<file path="src/rtl/pipe_ctrl_gen.sv">
// ============================================================================
//  Module      : pipe_ctrl_gen
//  Description : Stall/flush controller for an NSTAGE-deep in-order pipeline.
//                Deepest stall request wins, exceptions flush the whole pipe,
//                an exception-drain FSM discards an in-flight fetch, a stall
//                watchdog flags deadlock, and saturating perf counters track
//                stall cycles and accepted exceptions.
//  Revision    : 1.0  - initial release
// ============================================================================
`default_nettype none

module pipe_ctrl_gen #(
  parameter int NSTAGE   = 5,
  parameter int DC_STAGE = 3,
  parameter int CNT_W    = 16,
  parameter int WD_LIMIT = 1023
) (
  input  logic              clk,
  input  logic              resetn,
  input  logic [NSTAGE-1:0] streq_i,
  input  logic              exc_flag_i,
  input  logic              icache_stall_i,
  input  logic              dcache_stall_i,
  output logic [NSTAGE-1:0] stall_o,
  output logic [NSTAGE-1:0] flush_o,
  output logic              drain_o,
  output logic              deadlock_o,
  output logic [CNT_W-1:0]  stall_cnt_o,
  output logic [CNT_W-1:0]  exc_cnt_o
);

  localparam logic [CNT_W-1:0] C_CNT_MAX  = '1;
  localparam logic [CNT_W-1:0] C_WD_LIMIT = CNT_W'(WD_LIMIT);

  typedef enum logic [1:0] {
    RUN   = 2'd0,
    DRAIN = 2'd1,
    LAST  = 2'd2
  } state_t;

  state_t             state_q;
  logic               drain_q;
  logic [CNT_W-1:0]   wd_q, wd_d;
  logic               deadlock_q, deadlock_d;
  logic [CNT_W-1:0]   stall_cnt_q, stall_cnt_d;
  logic [CNT_W-1:0]   exc_cnt_q, exc_cnt_d;

  logic [NSTAGE-1:0]  w_req;
  logic [NSTAGE-1:0]  w_s;
  logic               w_acc;

  // Resolve stall priority and build the same-cycle stall/flush vectors
  always_comb begin
    w_req           = streq_i;
    w_req[0]        = icache_stall_i;
    w_req[DC_STAGE] = streq_i[DC_STAGE] | dcache_stall_i;

    // A stage stalls when it or any deeper stage requests a stall
    w_acc = 1'b0;
    w_s   = '0;
    for (int j = NSTAGE - 1; j >= 0; j--) begin
      w_acc  = w_acc | w_req[j];
      w_s[j] = w_acc;
    end

    stall_o             = w_s;
    stall_o[NSTAGE-1]   = 1'b0;

    // Bubble goes into the first stage downstream of the held block
    flush_o    = '0;
    for (int j = 1; j < NSTAGE; j++) begin
      flush_o[j] = w_s[j-1] & ~w_s[j];
    end
    // PC redirect and the stale-fetch drain both kill the fetch stage output;
    // a simultaneous deeper stall is left visible so the stage can prioritise
    flush_o[1] = flush_o[1] | streq_i[0] | drain_q;

    drain_o = drain_q;

    if (exc_flag_i) begin
      stall_o = '0;
      flush_o = {{(NSTAGE-1){1'b1}}, 1'b0};
    end

    if (!resetn) begin
      stall_o = '0;
      flush_o = {{(NSTAGE-1){1'b1}}, 1'b0};
      drain_o = 1'b0;
    end
  end

  // Exception-drain FSM; drain_q is the registered "not RUN" indication
  always_ff @(posedge clk) begin
    if (!resetn) begin
      state_q <= RUN;
      drain_q <= 1'b0;
    end else if (exc_flag_i && icache_stall_i) begin
      state_q <= DRAIN;
      drain_q <= 1'b1;
    end else begin
      case (state_q)
        RUN: begin
          state_q <= RUN;
          drain_q <= 1'b0;
        end
        DRAIN: begin
          if (!icache_stall_i) begin
            state_q <= LAST;
          end
          drain_q <= 1'b1;
        end
        LAST: begin
          state_q <= RUN;
          drain_q <= 1'b0;
        end
        default: begin
          state_q <= RUN;
          drain_q <= 1'b0;
        end
      endcase
    end
  end

  // Next-state for watchdog and saturating performance counters
  always_comb begin
    if (stall_o[0]) begin
      wd_d = (wd_q == C_WD_LIMIT) ? wd_q : wd_q + CNT_W'(1);
    end else begin
      wd_d = '0;
    end
    deadlock_d = deadlock_q | (wd_d == C_WD_LIMIT);

    stall_cnt_d = stall_cnt_q;
    if ((|stall_o) && (stall_cnt_q != C_CNT_MAX)) begin
      stall_cnt_d = stall_cnt_q + CNT_W'(1);
    end

    exc_cnt_d = exc_cnt_q;
    if (exc_flag_i && (exc_cnt_q != C_CNT_MAX)) begin
      exc_cnt_d = exc_cnt_q + CNT_W'(1);
    end
  end

  // Watchdog and counter registers
  always_ff @(posedge clk) begin
    if (!resetn) begin
      wd_q        <= '0;
      deadlock_q  <= 1'b0;
      stall_cnt_q <= '0;
      exc_cnt_q   <= '0;
    end else begin
      wd_q        <= wd_d;
      deadlock_q  <= deadlock_d;
      stall_cnt_q <= stall_cnt_d;
      exc_cnt_q   <= exc_cnt_d;
    end
  end

  assign deadlock_o  = deadlock_q;
  assign stall_cnt_o = stall_cnt_q;
  assign exc_cnt_o   = exc_cnt_q;

endmodule

`default_nettype wire

</file>
<file path="config.mk">
export PLATFORM = sky130hd
export DESIGN_NAME = pipe_ctrl_gen
export DESIGN_NICKNAME = d
export VERILOG_FILES = /design/src/rtl/pipe_ctrl_gen.sv
export SDC_FILE = /design/constraint.sdc
export NUM_CORES = 1
export LEC_CHECK = 0
export ABC_AREA = 1
export BUFFER_PORTS_ARGS = -buffer_cell sky130_fd_sc_hd__buf_4
export CAP_MARGIN = 25
export CORE_UTILIZATION = 50
export CTS_CLUSTER_DIAMETER = 50
export DETAILED_ROUTE_END_ITERATION = 12
export PLACE_DENSITY = 0.78
export SLEW_MARGIN = 30
export SYNTH_ARGS = -nofsm -noshare
export SYNTH_HDL_FRONTEND = slang
export SYNTH_SLANG_ARGS = --single-unit
</file>
<file path="constraint.sdc">
create_clock -name clk -period 1.95 [get_ports clk]
set_clock_uncertainty 0.2 [all_clocks]
set_input_delay 0.2925 -clock clk [delete_from_list [all_inputs] [get_ports clk]]
set_output_delay 0.2925 -clock clk [all_outputs]
set_load 0.005 [all_outputs]
</file>
==> flow_summary.yaml <==
run_status:
  status: "complete, no violations"
finish:
  seqCellArea_um2: 1050
  syn2layout_area_growth_pct: 29.4
  final_common_cell: "nand2_1"
  multiInputGateArea_um2: 1620
  antenna_cells: 0
  design.final.nets: 534
  fin_cells: 594
  drive_gt1_share_pct: 23.9
  final.fill_count: 486
  final_cell_mix: "109 x nand2_1, 76 x buf_4, 70 x inv_1"
pwr:
  seqPwrFrac_pct: 54.1
  power_leakage_uw: 0.00170
  netSwitchingFraction_pct: 23.3
  p_int_uw: 1540
  p_switching_uw: 469
  pwr-share-clk_pct: 36.4
  vdd_ir_drop_max_mv: 0.360
  power_density_nw_per_um2: 539
  pwr-share-comb_pct: 9.4
die:
  die_w_um: 77.9
  row_count: 27
  die_h_um: 77.9
  core_um2: 5540
  io_pins: 54
  fp.dieArea_um2: 6080
  initial_core_util_pct: 52.1
yosys:
  synth.yosys.warnings: 0
  synth_edf_count: 0
  synth_ff_type: "dfxtp_1"
  syn_avg_cell_area_um2: 6.47
  async_flop_share_pct: 0
  syn_inst: 446
  syn-cell-area_um2: 2880
  synth-seq-cells: 52
  synthDistinctLibCells: 36
  seq_area_frac_synth_pct: 36.1
run:
  maxCapViolCount: 0
critical_path:
  r2r_cells: 9
  worstPathCellList: "ha_2, nand3_2, nor3_2, nand3_1, nand2_4, buf_4, or2_2, o21ai_0, a21oi_1"
  crit_type: "flop to flop"
  reg2reg_slack_ps: 90
  r2r_start: "exc_cnt_o[0]$_SDFFE_PN0P_"
  path_depth: 9
  critPathBufInv: 1
  crit_slowest_cell: "dfxtp_2"
  cp-start-kind: "flop"
  cp.required_ps: 1950
  cpLargestDelayFamily: "simple AND/OR/NAND/NOR gates"
  reg2reg_to: "exc_cnt_o[7]$_SDFFE_PN0P_"
  critPathMaxFanout: 7
  critical_path.max_stage_delay_ps: 350
  cp-endpoint: "exc_cnt_o[7]$_SDFFE_PN0P_"
  setup.worst_path.start: "exc_cnt_o[0]$_SDFFE_PN0P_"
  cp.arrival_ps: 1860
  endpoint_kind: "flop"
grt:
  grt_usage_pct: 23.8
  grt_overflow: 0
  grt_pass1_wl_um: 11800
  first_global_vias: 2854
  grt_max_degree: 22
  antenna_found_initial: 0
cts:
  htreeDepth: 2
  clkTransAtPathRegs_ps: 100
  ctsHoldBuffers: 0
  insertion_delay_ps: 300
  clock-root-buffer: "clkbuf_8"
  cts_tree: "done"
  cts.path.max_buffers: 2
  cts_inserted_buffers: 5
  clock-sinks: 52
drt:
  drtPass1Iterations: 4
  vias: 3060
  wl_per_cell_um: 11.8
  finalWirelength_um: 6980
  drt_iter0_markers: 145
  via_per_inst: 5.15
  ant_nets: 0
  drc: 0
timing:
  slew_violations: 0
  rsz0062_at_grt: "false"
  period_needed_ps: 1860
  period_share_pct: 95.2
  finalHoldViolations: 0
  fmax_mhz: 538
  finalSetupViolCount: 0
  setup_tns_ps: 0
place:
  place.gp.congestion: 0.900
  io_buffers: 51
  dp_hpwl_um: 5290
  dp_cells: 586
worst_hold_path:
  hp-class: "primary input to flop"
[worst reg2reg max path, cell delays in order, from the launching register on]
cell     delay (ps)
dfxtp_2         350
ha_2            200
nand3_2         100
nor3_2           50
nand3_1         110
nand2_4         100
buf_4           170
or2_2           280
o21ai_0         140
a21oi_1          50
[stage by stage]
stage	setup WS (ps)	power, uW	hold WS [ps]	utilization (%)	cell area, um^2
floorplan	54.1	1200	233	-	2890
global placement	43.4	1290	254	63.1	3500
detailed placement	15.2	1290	260	63.1	3500
CTS	9.16	2010	58.0	65.1	3610
global route	1.88	2090	69.5	67.3	3730
finish	92.9	2010	72.6	67.3	3730
[synthesized netlist by cell type (2+ instances only)]
| master | number | area [um^2] |
|---|---|---|
| nor2_1 | 47 | 176 |
| o21ai_0 | 20 | 100 |
| nand4_1 | 9 | 56.3 |
| a21oi_1 | 24 | 120 |
| nor4_1 | 4 | 25.0 |
| buf_4 | 3 | 22.5 |
| or2_2 | 2 | 12.5 |
| inv_2 | 5 | 18.8 |
| nand3_1 | 30 | 150 |
| dfxtp_1 | 52 | 1040 |
| o21bai_1 | 4 | 30.0 |
| buf_2 | 3 | 15.0 |
| clkbuf_1 | 2 | 7.51 |
| nor3_1 | 22 | 110 |
| and3_1 | 3 | 18.8 |
| nand2_1 | 111 | 417 |
| inv_1 | 70 | 263 |
| xor2_1 | 12 | 105 |
| nand2_2 | 3 | 18.8 |
| ha_1 | 3 | 37.5 |
| nor2_2 | 2 | 12.5 |
[final cells by class]
class | count | area share, %
Sequential cell | 52 | 28.3
Inverter | 75 | 7.55
Timing Repair Buffer | 77 | 15.6
Clock buffer | 6 | 1.95
Tap cell | 72 | 2.41
Multi-Input combinational cell | 310 | 43.3
Clock inverter | 2 | 0.939
[worst min path at each step]
stage	from	to	slack, ps	depth (start not counted)
finish	icache_stall_i	drain_q$_SDFF_PN0_	70	3
detailed placement	deadlock_o$_SDFF_PN0_	deadlock_o$_SDFF_PN0_	260	2
floorplan	icache_stall_i	drain_q$_SDFF_PN0_	230	2
global placement	deadlock_o$_SDFF_PN0_	deadlock_o$_SDFF_PN0_	250	2
global route	icache_stall_i	drain_q$_SDFF_PN0_	70	3
CTS	icache_stall_i	drain_q$_SDFF_PN0_	60	3
[flip-flops by register name (all words and copies together), names as in the netlist]
| signal | flops |
|---|---|
| drain_q | 1 |
| wd_q | 16 |
| exc_cnt_o | 16 |
| state_q | 2 |
| deadlock_o | 1 |
| stall_cnt_o | 16 |
[power by group through the flow]
stage	Combinational, uW	Clock [uW]	Sequential [uW]
2_1_floorplan	87.3	0	1120
4_1_cts	182	739	1090
3_3_place_gp	177	0	1110
6_report	190	733	1090
3_5_place_dp	181	0	1110
5_1_grt	210	784	1090
[layer usage]
layer / vias up / global-route usage (%) / share of wire [%]
met3: 6 / 4.47 / 4.7
met4: 0 / 6.11 / 0.87
met2: 71 / 43.6 / 51
met1: 1423 / 28.4 / 43
li1: 1560 / - / -
met5: - / 0 / 0
[cell families after synthesis]
family | count (synthesis) | share of synthesized area (%)
compound gates | 53 | 10.1
xor+xnor | 13 | 3.95
fa+ha+maj | 3 | 1.30
buf+inv | 85 | 11.8
flops | 52 | 36.1
other cells | 1 | 0.130
simple gates | 239 | 36.6
[what timing repair did]
action	CTS	global route
pin swaps	0	3
endpoints found under the setup margin	2	21
buffers inserted	0	0
resized for setup	1	34
Power figures use the tool's default switching activity.
